[src/rtl/mem_port_arbiter.sv]
// Arbitrates one synchronous memory port between fetch (IF) and the memory stage (MEM); read data returns 1 cycle after grant.
// The loser stalls (Req && !Grant); i_Bus_Ready=0 stalls both. Optional perf counters under `MEM_ARB_PERF_EN.
module mem_port_arbiter #(
  parameter int unsigned MAX_STARVE = 4
) (
  input  logic        i_Clock,
  input  logic        i_Reset_n,
  input  logic        i_IF_Req,
  input  logic [31:0] i_IF_Address,
  output logic        o_IF_Grant,
  output logic        o_IF_RespValid,
  output logic [31:0] o_IF_RespData,
  input  logic        i_MEM_Read,
  input  logic        i_MEM_Write,
  input  logic [1:0]  i_MEM_Mode,
  input  logic [31:0] i_MEM_Address,
  input  logic [31:0] i_MEM_WriteData,
  output logic        o_MEM_Grant,
  output logic        o_MEM_RespValid,
  output logic [31:0] o_MEM_RespData,
  output logic        o_Bus_ReadEnable,
  output logic        o_Bus_WriteEnable,
  output logic [1:0]  o_Bus_Mode,
  output logic [31:0] o_Bus_Address,
  output logic [31:0] o_Bus_WriteData,
  input  logic [31:0] i_Bus_ReadData,
  input  logic        i_Bus_Ready
`ifdef MEM_ARB_PERF_EN
  ,
  output logic [31:0] o_PerfIfStallCycles,
  output logic [31:0] o_PerfMemStallCycles,
  output logic [31:0] o_PerfGrants
`endif
);

  typedef enum logic [1:0] {OWN_NONE = 2'd0, OWN_IF = 2'd1, OWN_MEM = 2'd2} owner_e;

  owner_e     owner_q, owner_d;
  logic [3:0] starve_q, starve_d;
  logic       mem_req;
  logic       if_gnt;
  logic       mem_gnt;

  assign mem_req = i_MEM_Read | i_MEM_Write;

  always_comb begin
    if_gnt  = 1'b0;
    mem_gnt = 1'b0;
    if (i_Reset_n && i_Bus_Ready) begin
      // MEM wins ties unless fetch has been starved long enough
      if (i_IF_Req && (!mem_req || starve_q >= 4'(MAX_STARVE))) begin
        if_gnt = 1'b1;
      end else if (mem_req) begin
        mem_gnt = 1'b1;
      end
    end
  end

  always_comb begin
    starve_d = starve_q;
    if (!i_IF_Req || if_gnt) begin
      starve_d = 4'd0;
    end else if (i_Bus_Ready && starve_q != 4'hF) begin
      starve_d = starve_q + 4'd1;
    end
  end

  always_comb begin
    owner_d = OWN_NONE;
    if (if_gnt) begin
      owner_d = OWN_IF;
    end else if (mem_gnt && !i_MEM_Write) begin
      owner_d = OWN_MEM;
    end
  end

  always_ff @(posedge i_Clock) begin
    if (!i_Reset_n) begin
      owner_q  <= OWN_NONE;
      starve_q <= 4'd0;
    end else begin
      owner_q  <= owner_d;
      starve_q <= starve_d;
    end
  end

  always_comb begin
    o_IF_Grant        = if_gnt;
    o_MEM_Grant       = mem_gnt;
    o_Bus_ReadEnable  = 1'b0;
    o_Bus_WriteEnable = 1'b0;
    o_Bus_Mode        = 2'b00;
    o_Bus_Address     = 32'd0;
    o_Bus_WriteData   = 32'd0;
    if (if_gnt) begin
      o_Bus_ReadEnable = 1'b1;
      o_Bus_Mode       = 2'b10;
      o_Bus_Address    = i_IF_Address;
    end else if (mem_gnt) begin
      // Read and write together is illegal; the write takes precedence
      o_Bus_ReadEnable  = i_MEM_Read & ~i_MEM_Write;
      o_Bus_WriteEnable = i_MEM_Write;
      o_Bus_Mode        = i_MEM_Mode;
      o_Bus_Address     = i_MEM_Address;
      o_Bus_WriteData   = i_MEM_WriteData;
    end
  end

  always_comb begin
    o_IF_RespValid  = i_Reset_n && (owner_q == OWN_IF);
    o_MEM_RespValid = i_Reset_n && (owner_q == OWN_MEM);
    o_IF_RespData   = o_IF_RespValid  ? i_Bus_ReadData : 32'd0;
    o_MEM_RespData  = o_MEM_RespValid ? i_Bus_ReadData : 32'd0;
  end

  mem_rw_exclusive: assert property (@(posedge i_Clock) disable iff (!i_Reset_n)
    !(i_MEM_Read && i_MEM_Write));

`ifdef MEM_ARB_PERF_EN
  logic [31:0] perf_if_stall_q, perf_if_stall_d;
  logic [31:0] perf_mem_stall_q, perf_mem_stall_d;
  logic [31:0] perf_grants_q, perf_grants_d;

  always_comb begin
    perf_if_stall_d  = perf_if_stall_q  + {31'd0, i_IF_Req & ~if_gnt};
    perf_mem_stall_d = perf_mem_stall_q + {31'd0, mem_req & ~mem_gnt};
    perf_grants_d    = perf_grants_q    + {31'd0, if_gnt | mem_gnt};
  end

  always_ff @(posedge i_Clock) begin
    if (!i_Reset_n) begin
      perf_if_stall_q  <= 32'd0;
      perf_mem_stall_q <= 32'd0;
      perf_grants_q    <= 32'd0;
    end else begin
      perf_if_stall_q  <= perf_if_stall_d;
      perf_mem_stall_q <= perf_mem_stall_d;
      perf_grants_q    <= perf_grants_d;
    end
  end

  assign o_PerfIfStallCycles  = perf_if_stall_q;
  assign o_PerfMemStallCycles = perf_mem_stall_q;
  assign o_PerfGrants         = perf_grants_q;
`endif

endmodule

[config.mk]
export PLATFORM = sky130hd
export DESIGN_NAME = mem_port_arbiter
export DESIGN_NICKNAME = d
export VERILOG_FILES = /design/src/rtl/mem_port_arbiter.sv
export SDC_FILE = /design/constraint.sdc
export NUM_CORES = 1
export LEC_CHECK = 0
export ABC_AREA = 0
export BUFFER_PORTS_ARGS = -buffer_cell sky130_fd_sc_hd__buf_2
export CORE_AREA = 2 2 105 107
export DETAILED_ROUTE_END_ITERATION = 6
export DIE_AREA = 0 0 107 109
export PLACE_DENSITY = 0.47
export SYNTH_ARGS = -nofsm -noshare
export SYNTH_HDL_FRONTEND = slang
export SYNTH_SLANG_ARGS = --single-unit
[constraint.sdc]
create_clock -name i_Clock -period 2.2 [get_ports i_Clock]
set_clock_uncertainty 0.05 [all_clocks]
set_input_delay 0.33 -clock i_Clock [delete_from_list [all_inputs] [get_ports i_Clock]]
set_output_delay 0.33 -clock i_Clock [all_outputs]
set_load 0.02 [all_outputs]
==> qor.csv, run 1 <==
stage;metric;value;unit
placement;detailed_place_hpwl;6110;um
global_route;globalRouteTotalUtil;0.105;
final_layout;area_growth;92.7;%
outcome;run_status;completed;
global_route;first_pass_grt_wire_length;10000;um
timing;finalSetupTns;0;ns
final_layout;n_fill_cell;1141;
logic_synthesis;netlist.area_leader.share;0.374;
clocking;clock_tree_from_tritoncts;yes;
timing;final.min_clock_period;2.07;ns
detailed_routing;post_drt_wl_per_cell;11.0;um
worst_setup_path;crit_fanout;33;
clocking;clock_tree.root_cell;clkbuf_8;
worst_setup_path;critical_path.startpoint_type;register;
timing;worst_max_slew_pin_slew;0.405;ns
power;power_density;215;nW/um^2
clocking;ctsLongestPathBuffers;2;
worst_setup_path;worstPathArrival;1.69;ns
logic_synthesis;post-synth-top-count-cell;and2_1;
logic_synthesis;synth_async_sr_flop_share;0;
logic_synthesis;post_synth_most_frequent_cells;and2_1, nand2_1, mux2i_1;
clocking;clock_tree.htree_level_count;1;
floorplanning;die-area;11700;um^2
timing;finalMaxSlewViolations;0;
detailed_routing;drt_first_iter_violations;57;
min_path;min-delay-start;i_MEM_Write;
logic_synthesis;synth-seq-area-share;0.0726;
worst_setup_path;cp_slowest_cell;dfxtp_1;
logic_synthesis;yosys_register_bits;6;
detailed_routing;detail_route.drc_violations;0;
global_route;grt_max_degree;37;
clocking;clk-insertion-delay-late;0.22;ns
detailed_routing;routed-via-count;2631;
clocking;clkSinkCount;6;
timing;grt_setup_unrepaired;no;
power;vdd.ir_drop.worst;148;uV
logic_synthesis;synthesis.area;1650;um^2
worst_setup_path;worst_r2r_startpoint;starve_q[2]$_SDFFE_PP0P_;
detailed_routing;antenna_left;0;
floorplanning;die_width;107;um
power;total_leakage_power;2.13;nW
worst_setup_path;timing.critical_path.from;starve_q[2]$_SDFFE_PP0P_;
timing;slew-limit-headroom;0.729;
floorplanning;initial_core_util;0.156;
global_route;globalRouteOverflowTotal;0;
floorplanning;rows;38;
power;finalPower;0.000685;W
final_layout;post_route_cells_drive_above_1_share;0.551;
min_path;min-delay-path-class;in -> reg;
run;max_cap_violations;0;
logic_synthesis;yosys.area.top_type;and2_1;
worst_setup_path;critPathKind;reg -> out;
logic_synthesis;synth_fp_nets;394;
logic_synthesis;ys_dominant_reg_cell;dfxtp_1;
floorplanning;fp.coreArea;10600;um^2
logic_synthesis;synth.area.top_cells;and2_1, mux2i_1, nand2_1, dfxtp_1, buf_6;
floorplanning;num_io_pins;272;
timing;max_clock_freq;484;MHz
detailed_routing;totalWireLength;7200;um
logic_synthesis;postSynthCellCount;257;
worst_setup_path;cp_slowest_stage_delay;0.34;ns
clocking;cts_buffers;3;
worst_setup_path;required;1.82;ns
worst_setup_path;critPathCaptureType;primary output;
detailed_routing;first_pass_drt_iterations;4;
placement;numPortBuffers;271;
final_layout;nNetsFinal;654;
logic_synthesis;synth_cell_types;29;
global_route;vias_in_the_first_global_route;2216;
clocking;cts_hold_buf;0;
placement;place.gp.congestion;0.720;
logic_synthesis;ys.warnings.count;0;
clocking;resized_gates_after_cts;0;
timing;setup_viol;0;
logic_synthesis;synth_enable_flop_cells;0;
timing;hold_viol_final;0;
floorplanning;die-height;109;um
final_layout;antenna_cells;0;
global_route;grt_antenna_before_repair;0;
clocking;path_clk_slew;0.04;ns
worst_setup_path;worstPathCellList;nor2_2 -> a21o_2 -> buf_12 -> mux2i_1 -> buf_2;
clocking;post-cts-setup-buffer-count;0;
logic_synthesis;synth.avg_cell_area;6.44;um^2
timing;fin_crit_sh;0.939;
worst_setup_path;critical_path.top_delay_family;buffers and inverters;
detailed_routing;via_per_inst;4.02;
worst_setup_path;critPathBufInv;2;
## final cells by class
| cell class | instances | area, um^2 | area share |
|---|---|---|---|
| Clock buffer | 3 | 41.3 | 0.0130 |
| Inverter | 2 | 7.51 | 0.00236 |
| Multi-Input combinational cell | 228 | 1410 | 0.443 |
| Sequential cell | 6 | 120 | 0.0377 |
| Tap cell | 140 | 175 | 0.0550 |
| Timing Repair Buffer | 276 | 1430 | 0.449 |
## kinds of logic after synthesis
logic type | after synthesis | synth area share
flip-flops | 6 | 0.0726
multiplexers | 33 | 0.200
adder cells (fa/ha/maj) | 1 | 0.00756
AND/OR/NAND/NOR | 181 | 0.580
AO/OA/AOI/OAI | 13 | 0.0650
buffers and inverters | 23 | 0.0749
## per-layer routing
metal / track usage / vias to the layer above / wire (um)
li1: - / 1338 / -
met2: 0.205 / 158 / 3660
met5: 0 / - / 0
met4: 0.0260 / 0 / 63
met1: 0.112 / 1129 / 2740
met3: 0.0263 / 6 / 731
## report_power, final
part / total, W / leakage [nW] / internal, W / switching [W]
clock network: 0.000165 / 0.0216 / 0.000118 / 0.0000479
registers: 0.000113 / 0.0486 / 0.000112 / 0.00000156
logic: 0.000406 / 2.06 / 0.000188 / 0.000218
total: 0.000685 / 2.13 / 0.000418 / 0.000267
## state kept, by name, indices dropped and copies added (netlist names)
name      cells
starve_q      4
owner_q       2
## cells in the final DEF (no fill, tap or decap), types with 2 or more instances in the layout
cell type / count
dfxtp_1: 6
a211oi_1: 2
clkbuf_8: 3
a21oi_1: 3
inv_1: 2
mux2i_1: 33
buf_2: 271
nand2b_1: 2
buf_12: 3
buf_4: 2
and2_1: 99
nand2_1: 69
nor2_1: 2
## final timing paths
check	end	slack (ns)	cells past startpoint
max	o_Bus_Address[8]	0.13	5
min	owner_q[1]$_SDFF_PP0_	0.30	2
max reg2reg	owner_q[1]$_SDFF_PP0_	0.92	3
min reg2reg	starve_q[1]$_SDFFE_PP0P_	0.46	2
## stage by stage
step | util | setup slack (ns) | cells | hold WS, ns | area (um^2)
floorplan | - | 0.390 | 257 | 0.352 | 1650
global placement | 0.297 | 0.340 | 652 | 0.446 | 3150
detailed placement | 0.297 | 0.317 | 652 | 0.454 | 3150
CTS | 0.301 | 0.124 | 655 | 0.287 | 3190
global route | 0.301 | 0.0288 | 655 | 0.304 | 3190
finish | 0.301 | 0.134 | 655 | 0.296 | 3190
Note: power is estimated with default switching activity, not from simulation.
==> run 2: changes to the inputs <==
--- a/config.mk
+++ b/config.mk
@@ -6,11 +6,11 @@
 export NUM_CORES = 1
 export LEC_CHECK = 0
 export ABC_AREA = 0
-export BUFFER_PORTS_ARGS = -buffer_cell sky130_fd_sc_hd__buf_2
 export CORE_AREA = 2 2 105 107
 export DETAILED_ROUTE_END_ITERATION = 6
 export DIE_AREA = 0 0 107 109
-export PLACE_DENSITY = 0.47
+export DONT_BUFFER_PORTS = 1
+export PLACE_DENSITY = 0.3
 export SYNTH_ARGS = -nofsm -noshare
 export SYNTH_HDL_FRONTEND = slang
 export SYNTH_SLANG_ARGS = --single-unit
==> run 2 against run 1 <==
Sequential share of layout area up 2.0 points. Fmax shrank 0.35%. Worst hold slack lost 0.17 ns. Core utilization decreased by 10 points. Wire length is 6.5% lower. Critical endpoint is now o_Bus_Address[6]. Largest cell class is now multi-input combinational cells.
==> qor.csv, run 2 (synthesis results as in run 1) <==
stage;metric;value;unit;change
global_route;groute.layer.met2.usage;0.191;;was 0.205
power;power.share.switching;0.408;;was 0.390
power;sequentialPowerShare;0.208;;was 0.165
floorplanning;fp.coreArea;10600;um^2;unchanged
global_route;globalRouteMet3Util;0.0221;;was 0.0263
floorplanning;num_io_pins;272;;unchanged
outcome;run_status;completed;;unchanged
final_layout;max_ffs_per_register;4;;unchanged
detailed_routing;post_drt_wl_per_cell;16.0;um;was 11.0 um
worst_setup_path;crit_fanout;20;;was 33
detailed_routing;totalWireLength;6730;um;was 7200 um
power;total_leakage_power;1.05;nW;was 2.13 nW
global_route;grt_util_met1;0.102;;was 0.112
global_route;globalRouteTotalUtil;0.0956;;was 0.105
global_route;globalRouteOverflowTotal;0;;unchanged
clocking;clk-insertion-delay-late;0.22;ns;about the same
worst_setup_path;worstPathArrival;1.69;ns;about the same
timing;finalMaxSlewViolations;0;;unchanged
worst_setup_path;number_of_cell_instances_on_the_worst_register_to_register_path;4;;was 3
detailed_routing;via_per_inst;4.39;;was 4.02
worst_setup_path;required;1.82;ns;about the same
placement;post_dp_cell_area;2030;um^2;was 3150 um^2
detailed_routing;drt_first_iter_violations;76;;was 57
global_route;vias_in_the_first_global_route;1554;;was 2216
power;pwr-share-clk;0.304;;was 0.242
clocking;path_clk_slew;0.04;ns;about the same
timing;setup_viol;0;;unchanged
power;power_density;263;nW/um^2;was 215 nW/um^2
timing;hold_viol_final;0;;unchanged
final_layout;post_route_cells_drive_above_1_share;0.181;;was 0.551
run;max_cap_violations;0;;unchanged
power;power_frac_comb;0.488;;was 0.593
clocking;ctsLongestPathBuffers;2;;unchanged
floorplanning;die_width;107;um;unchanged
final_layout;antenna_cells;0;;unchanged
global_route;grt_antenna_before_repair;0;;unchanged
detailed_routing;routed-via-count;1850;;was 2631
floorplanning;die-height;109;um;unchanged
worst_setup_path;critical_path.startpoint_type;register;;unchanged
final_layout;stdcell_area;2080;um^2;was 3190 um^2
worst_setup_path;critPathCaptureType;primary output;;unchanged
min_path;min-delay-path-class;in -> reg;;unchanged
timing;finalSetupTns;0;ns;unchanged
worst_setup_path;critPathKind;reg -> out;;unchanged
clocking;clkSinkCount;6;;unchanged
global_route;grt_max_degree;37;;unchanged
clocking;cts_buffers;3;;unchanged
detailed_routing;antenna_left;0;;unchanged
timing;slew-limit-headroom;0.780;;was 0.729
timing;max_clock_freq;482;MHz;was 484 MHz
placement;place.gp.congestion;0.701;;was 0.720
power;cellInternalPower;0.000324;W;was 0.000418 W
clocking;clock_tree.root_cell;clkbuf_8;;unchanged
final_layout;layout_common_cells;and2_1, nand2_1, buf_4;;was buf_2, and2_1, nand2_1
detailed_routing;first_pass_drt_iterations;6;;was 4
timing;grt_setup_unrepaired;no;;unchanged
global_route;busiest_layer_in_global_routing;met2;;unchanged
clocking;clock_tree.htree_level_count;1;;unchanged
final_layout;regMostFlops;starve_q;;unchanged
min_path;hold-path-cell-count;1;;was 2
power;vdd.ir_drop.worst;79.1;uV;was 148 uV
final_layout;mostFrequentLayoutCell;and2_1;;was buf_2
clocking;clock_tree_from_tritoncts;yes;;unchanged
placement;numPortBuffers;0;;was 271
floorplanning;rows;38;;unchanged
floorplanning;initial_core_util;0.156;;unchanged
final_layout;area_growth;25.6;%;was 92.7%
floorplanning;die-area;11700;um^2;unchanged
placement;detailed_place_hpwl;5790;um;was 6110 um
global_route;first_pass_grt_wire_length;8610;um;was 10000 um
final_layout;reg.largest.list;starve_q (4), owner_q (2);;unchanged
final_layout;nNetsFinal;420;;was 654
power;total_switching_power;0.000223;W;was 0.000267 W
timing;final.min_clock_period;2.07;ns;about the same
clocking;cts_hold_buf;0;;unchanged
timing;worst_max_slew_pin_slew;0.322;ns;was 0.405 ns
timing;fin_crit_sh;0.942;;was 0.939
detailed_routing;detail_route.drc_violations;0;;unchanged
-- run 2: cell count changes in the layout (fill, tap and decap cells not counted), sizes merged --
cell and delta:
buf -234
-- run 2: metal layers --
metal	vias up	part of all wire
li1	865	-
met1	812	0.34
met2	167	0.55
met3	6	0.098
met4	0	0.0068
met5	-	0
-- run 2: timing repair --
action                                 CTS  global route
setup endpoints to repair                0             4
resized for setup                        0             1
buffers inserted                         0             0
endpoints found under the hold margin    0             0
-- run 2: power by group through the flow --
stage          combinational, W  clock (W)  sequential [W]
2_1_floorplan          0.000208          0        0.000114
3_3_place_gp           0.000269          0        0.000115
3_5_place_dp           0.000268          0        0.000115
4_1_cts                0.000269   0.000166        0.000113
5_1_grt                0.000286   0.000174        0.000114
6_report               0.000267   0.000166        0.000114
-- run 2: layout make-up --
class                           count  area (um^2)
Multi-Input combinational cell    228         1410
Tap cell                          140          175
Sequential cell                     6          120
Clock buffer                        3         41.3
Timing Repair Buffer               42          319
Fill cell                        1193         8530
Inverter                            2         7.51
-- run 2: through the flow --
stage	power (W)	setup slack, ns	utilization	hold WS [ns]	std cells
after floorplan	0.000322	0.390	-	0.352	257
after global placement	0.000384	0.362	0.192	0.360	418
after detailed placement	0.000383	0.280	0.192	0.354	418
after CTS	0.000549	0.0432	0.196	0.124	421
after global routing	0.000573	0.0233	0.196	0.124	421
final	0.000546	0.127	0.196	0.125	421
-- run 2: path summary, 6_finish.rpt --
| path | startpoint | end | slack (ns) |
|---|---|---|---|
| worst max-delay path | starve_q[2]$_SDFFE_PP0P_ | o_Bus_Address[6] | 0.13 |
| worst min-delay path | i_MEM_Write | owner_q[1]$_SDFF_PP0_ | 0.12 |
| worst max register to register | starve_q[2]$_SDFFE_PP0P_ | starve_q[2]$_SDFFE_PP0P_ | 0.81 |
| worst min register to register | starve_q[0]$_SDFFE_PP0P_ | starve_q[0]$_SDFFE_PP0P_ | 0.47 |
-- run 2: worst max-delay path, cell delays in order, from the launching register on --
cell and delay [ns]:
dfxtp_1 0.33, nor2_2 0.24, a21o_2 0.19, buf_6 0.25, mux2i_1 0.27, buf_4 0.18
==> run 3: changes to the inputs <==
--- a/config.mk
+++ b/config.mk
@@ -5,11 +5,12 @@
 export SDC_FILE = /design/constraint.sdc
 export NUM_CORES = 1
 export LEC_CHECK = 0
-export ABC_AREA = 0
-export CORE_AREA = 2 2 105 107
+export ABC_AREA = 1
+export CORE_AREA = 2 2 104 106
 export DETAILED_ROUTE_END_ITERATION = 6
-export DIE_AREA = 0 0 107 109
+export DIE_AREA = 0 0 106 108
 export DONT_BUFFER_PORTS = 1
+export MAX_ROUTING_LAYER = met4
 export PLACE_DENSITY = 0.3
 export SYNTH_ARGS = -nofsm -noshare
 export SYNTH_HDL_FRONTEND = slang
==> run 3 against run 2 <==
Synthesized area fell by 12%. Fmax up 1.7%. Total power down 7.5%. Worst setup slack improved by 0.035 ns. Synthesized cell count grew 29%. Global-route usage is 0.97 points lower. Critical path type unchanged. Largest power group unchanged.
==> qor.csv, run 3 <==
stage;metric;value;unit;change
outcome;run_status;completed;;unchanged
logic_synthesis;ys.warnings.count;0;;unchanged
worst_setup_path;critical_path.top_delay_family;simple AND/OR/NAND/NOR gates;;was buffers and inverters
clocking;clkSinkCount;6;;unchanged
worst_setup_path;critPathBufInv;1;;was 2
run;max_cap_violations;0;;unchanged
timing;worst_max_slew_pin_slew;0.456;ns;was 0.322 ns
clocking;path_clk_slew;0.04;ns;about the same
clocking;clock_tree.root_cell;clkbuf_8;;unchanged
timing;hold_viol_final;0;;unchanged
detailed_routing;first_pass_drt_iterations;4;;was 6
logic_synthesis;synth_enable_flop_cells;0;;unchanged
global_route;grt_max_degree;38;;was 37
clocking;cts_hold_buf;0;;unchanged
timing;grt_setup_unrepaired;no;;unchanged
logic_synthesis;synth_fp_nets;469;;was 394
floorplanning;die-area;11400;um^2;was 11700 um^2
final_layout;nNetsFinal;529;;was 420
global_route;globalRouteOverflowTotal;0;;unchanged
worst_setup_path;cp_slowest_cell;dfxtp_1;;unchanged
final_layout;antenna_cells;0;;unchanged
placement;place.gp.congestion;0.734;;was 0.701
logic_synthesis;post_synth_most_frequent_cells;nand2_1, nor2_1, inv_1;;was and2_1, nand2_1, mux2i_1
final_layout;max_ffs_per_register;4;;unchanged
final_layout;regMostFlops;starve_q;;unchanged
logic_synthesis;yosys.area.top_type;nand2_1;;was and2_1
floorplanning;die_width;106;um;was 107 um
final_layout;reg.largest.list;starve_q (4), owner_q (2);;unchanged
min_path;min-delay-start;i_MEM_Write;;unchanged
floorplanning;die-height;108;um;was 109 um
logic_synthesis;synth.area.top_cells;nand2_1, nor2_1, inv_1, dfxtp_1, buf_6;;was and2_1, mux2i_1, nand2_1, dfxtp_1, buf_6
final_layout;multi_input_area;933;um^2;was 1410 um^2
clocking;clock_tree_from_tritoncts;yes;;unchanged
final_layout;sequential_cell_area;120;um^2;unchanged
power;total_leakage_power;1.45;nW;was 1.05 nW
clocking;ctsLongestPathBuffers;2;;unchanged
worst_setup_path;end_of_the_worst_register_to_register_path;starve_q[0]$_SDFFE_PP0P_;;was starve_q[2]$_SDFFE_PP0P_
floorplanning;rows;37;;was 38
detailed_routing;antenna_left;0;;unchanged
detailed_routing;routed-via-count;2104;;was 1850
logic_synthesis;synth_cell_types;21;;was 29
timing;finalMaxSlewViolations;0;;unchanged
global_route;grt_antenna_before_repair;0;;unchanged
logic_synthesis;netlist.area_leader.share;0.284;;was 0.374
final_layout;mostFrequentLayoutCell;nand2_1;;was and2_1
worst_setup_path;critPathCaptureType;primary output;;unchanged
final_layout;post_route_cells_drive_above_1_share;0.208;;was 0.181
detailed_routing;post_drt_wl_per_cell;11.5;um;was 16.0 um
clocking;cts_buffers;3;;unchanged
worst_setup_path;crit_fanout;37;;was 20
worst_setup_path;worstPathCellList;nor2_1 -> nand2_2 -> nand2_2 -> nand2_4 -> inv_8 -> nand2_1 -> nand2_1;;was nor2_2 -> a21o_2 -> buf_6 -> mux2i_1 -> buf_4
worst_setup_path;critPathKind;reg -> out;;unchanged
clocking;clock_tree.htree_level_count;1;;unchanged
logic_synthesis;post-synth-top-count-cell;nand2_1;;was and2_1
power;power_density;241;nW/um^2;was 263 nW/um^2
clocking;resized_gates_after_cts;0;;unchanged
floorplanning;num_io_pins;272;;unchanged
detailed_routing;detail_route.drc_violations;0;;unchanged
worst_setup_path;number_of_cell_instances_on_the_worst_register_to_register_path;8;;was 4
timing;slew-limit-headroom;0.695;;was 0.780
timing;finalSetupTns;0;ns;unchanged
global_route;vias_in_the_first_global_route;1595;;was 1554
timing;final.min_clock_period;2.04;ns;was 2.07 ns
worst_setup_path;reg2reg_setup_slack;0.89;ns;was 0.81 ns
power;finalPower;0.000505;W;was 0.000546 W
logic_synthesis;synth_async_sr_flop_share;0;;unchanged
floorplanning;fp.coreArea;10200;um^2;was 10600 um^2
min_path;min_delay_worst_endpoint;owner_q[1]$_SDFF_PP0_;;unchanged
worst_setup_path;worst_r2r_startpoint;starve_q[0]$_SDFFE_PP0P_;;was starve_q[2]$_SDFFE_PP0P_
placement;detailed_place_hpwl;5240;um;was 5790 um
detailed_routing;drt_first_iter_violations;110;;was 76
min_path;min-delay-path-class;in -> reg;;unchanged
final_layout;n_fill_cell;1179;;was 1193
floorplanning;initial_core_util;0.142;;was 0.156
timing;max_clock_freq;491;MHz;was 482 MHz
clocking;clk-insertion-delay-late;0.22;ns;about the same
logic_synthesis;postSynthCellCount;332;;was 257
logic_synthesis;synthesis.area;1450;um^2;was 1650 um^2
placement;numPortBuffers;0;;unchanged
clocking;post-cts-setup-buffer-count;0;;unchanged
power;vdd.ir_drop.worst;135;uV;was 79.1 uV
logic_synthesis;ys_dominant_reg_cell;dfxtp_1;;unchanged
logic_synthesis;synth.avg_cell_area;4.38;um^2;was 6.44 um^2
worst_setup_path;required;1.82;ns;about the same
global_route;first_pass_grt_wire_length;7760;um;was 8610 um
worst_setup_path;cp_slowest_stage_delay;0.35;ns;was 0.33 ns
logic_synthesis;yosys_register_bits;6;;unchanged
min_path;hold-path-cell-count;1;;unchanged
worst_setup_path;critical_path.startpoint_type;register;;unchanged
final_layout;layout_common_cells;nand2_1, nor2_1, inv_1;;was and2_1, nand2_1, buf_4
timing;setup_viol;0;;unchanged
global_route;globalRouteTotalUtil;0.0859;;was 0.0956
logic_synthesis;synth-seq-area-share;0.0826;;was 0.0726
detailed_routing;totalWireLength;6040;um;was 6730 um
timing;fin_crit_sh;0.927;;was 0.942
worst_setup_path;worstPathArrival;1.66;ns;was 1.69 ns
final_layout;area_growth;44.5;%;was 25.6%
detailed_routing;via_per_inst;4.00;;was 4.39
-- run 3: metal layers --
metal,vias to the layer above,track usage,part of all wire
met3,6,0.0145,0.096
met5,-,-,0
met2,161,0.159,0.52
met1,905,0.0948,0.37
li1,1032,-,-
met4,0,0.0263,0.012
-- run 3: worst register-to-register path, cell delays in order (launching register included) --
cell and delay [ns]:
dfxtp_1 0.38, ha_1 0.21, nand3_1 0.10, nand2_1 0.16
inv_1 0.10, nand2_1 0.07, nand2_1 0.05, inv_1 0.05
nor2_1 0.03
-- run 3: how the worst max path moves through the flow --
stage | from | to | slack (ns) | depth (start not counted)
final | starve_q[2]$_SDFFE_PP0P_ | o_Bus_Address[13] | 0.16 | 7
after global routing | starve_q[2]$_SDFFE_PP0P_ | o_Bus_Address[4] | 0.04 | 7
after CTS | starve_q[2]$_SDFFE_PP0P_ | o_Bus_Address[4] | 0.05 | 7
after detailed placement | i_Bus_Ready | o_Bus_Address[4] | 0.28 | 6
after global placement | i_Bus_Ready | o_Bus_Address[13] | 0.29 | 6
after floorplan | i_Reset_n | o_MEM_RespData[10] | 0.48 | 5
-- run 3: power breakdown --
group	internal, W	switching [W]	leakage (nW)	total, W
clock	0.000118	0.0000476	0.0216	0.000165
combinational	0.0000505	0.000176	1.38	0.000227
sequential	0.000112	0.00000166	0.0486	0.000113
-- run 3: per-stage QoR --
stage / utilization / cell area [um^2] / std cells / setup WS (ns) / hold slack [ns]
after floorplan: - / 1450 / 332 / 0.485 / 0.352
after global placement: 0.201 / 2050 / 523 / 0.293 / 0.372
after detailed placement: 0.201 / 2050 / 523 / 0.281 / 0.374
after CTS: 0.205 / 2090 / 526 / 0.0501 / 0.141
after global routing: 0.205 / 2100 / 526 / 0.0377 / 0.148
final: 0.205 / 2100 / 526 / 0.161 / 0.138
-- run 3: cells by family (layout without fill, tap and decap cells) --
logic type | Yosys count | in the layout | share of synthesized area
simple gates | 224 | 224 | 0.608
buf+inv | 95 | 153 | 0.275
flops | 6 | 6 | 0.0826
compound gates | 5 | 5 | 0.0198
fa+ha+maj | 1 | 1 | 0.00860
xor+xnor | 1 | 1 | 0.00603
-- run 3: layout make-up --
cell class / count / area share
Clock buffer: 3 / 0.0197
Inverter: 80 / 0.148
Multi-Input combinational cell: 231 / 0.444
Sequential cell: 6 / 0.0572
Tap cell: 136 / 0.0810
Timing Repair Buffer: 70 / 0.250
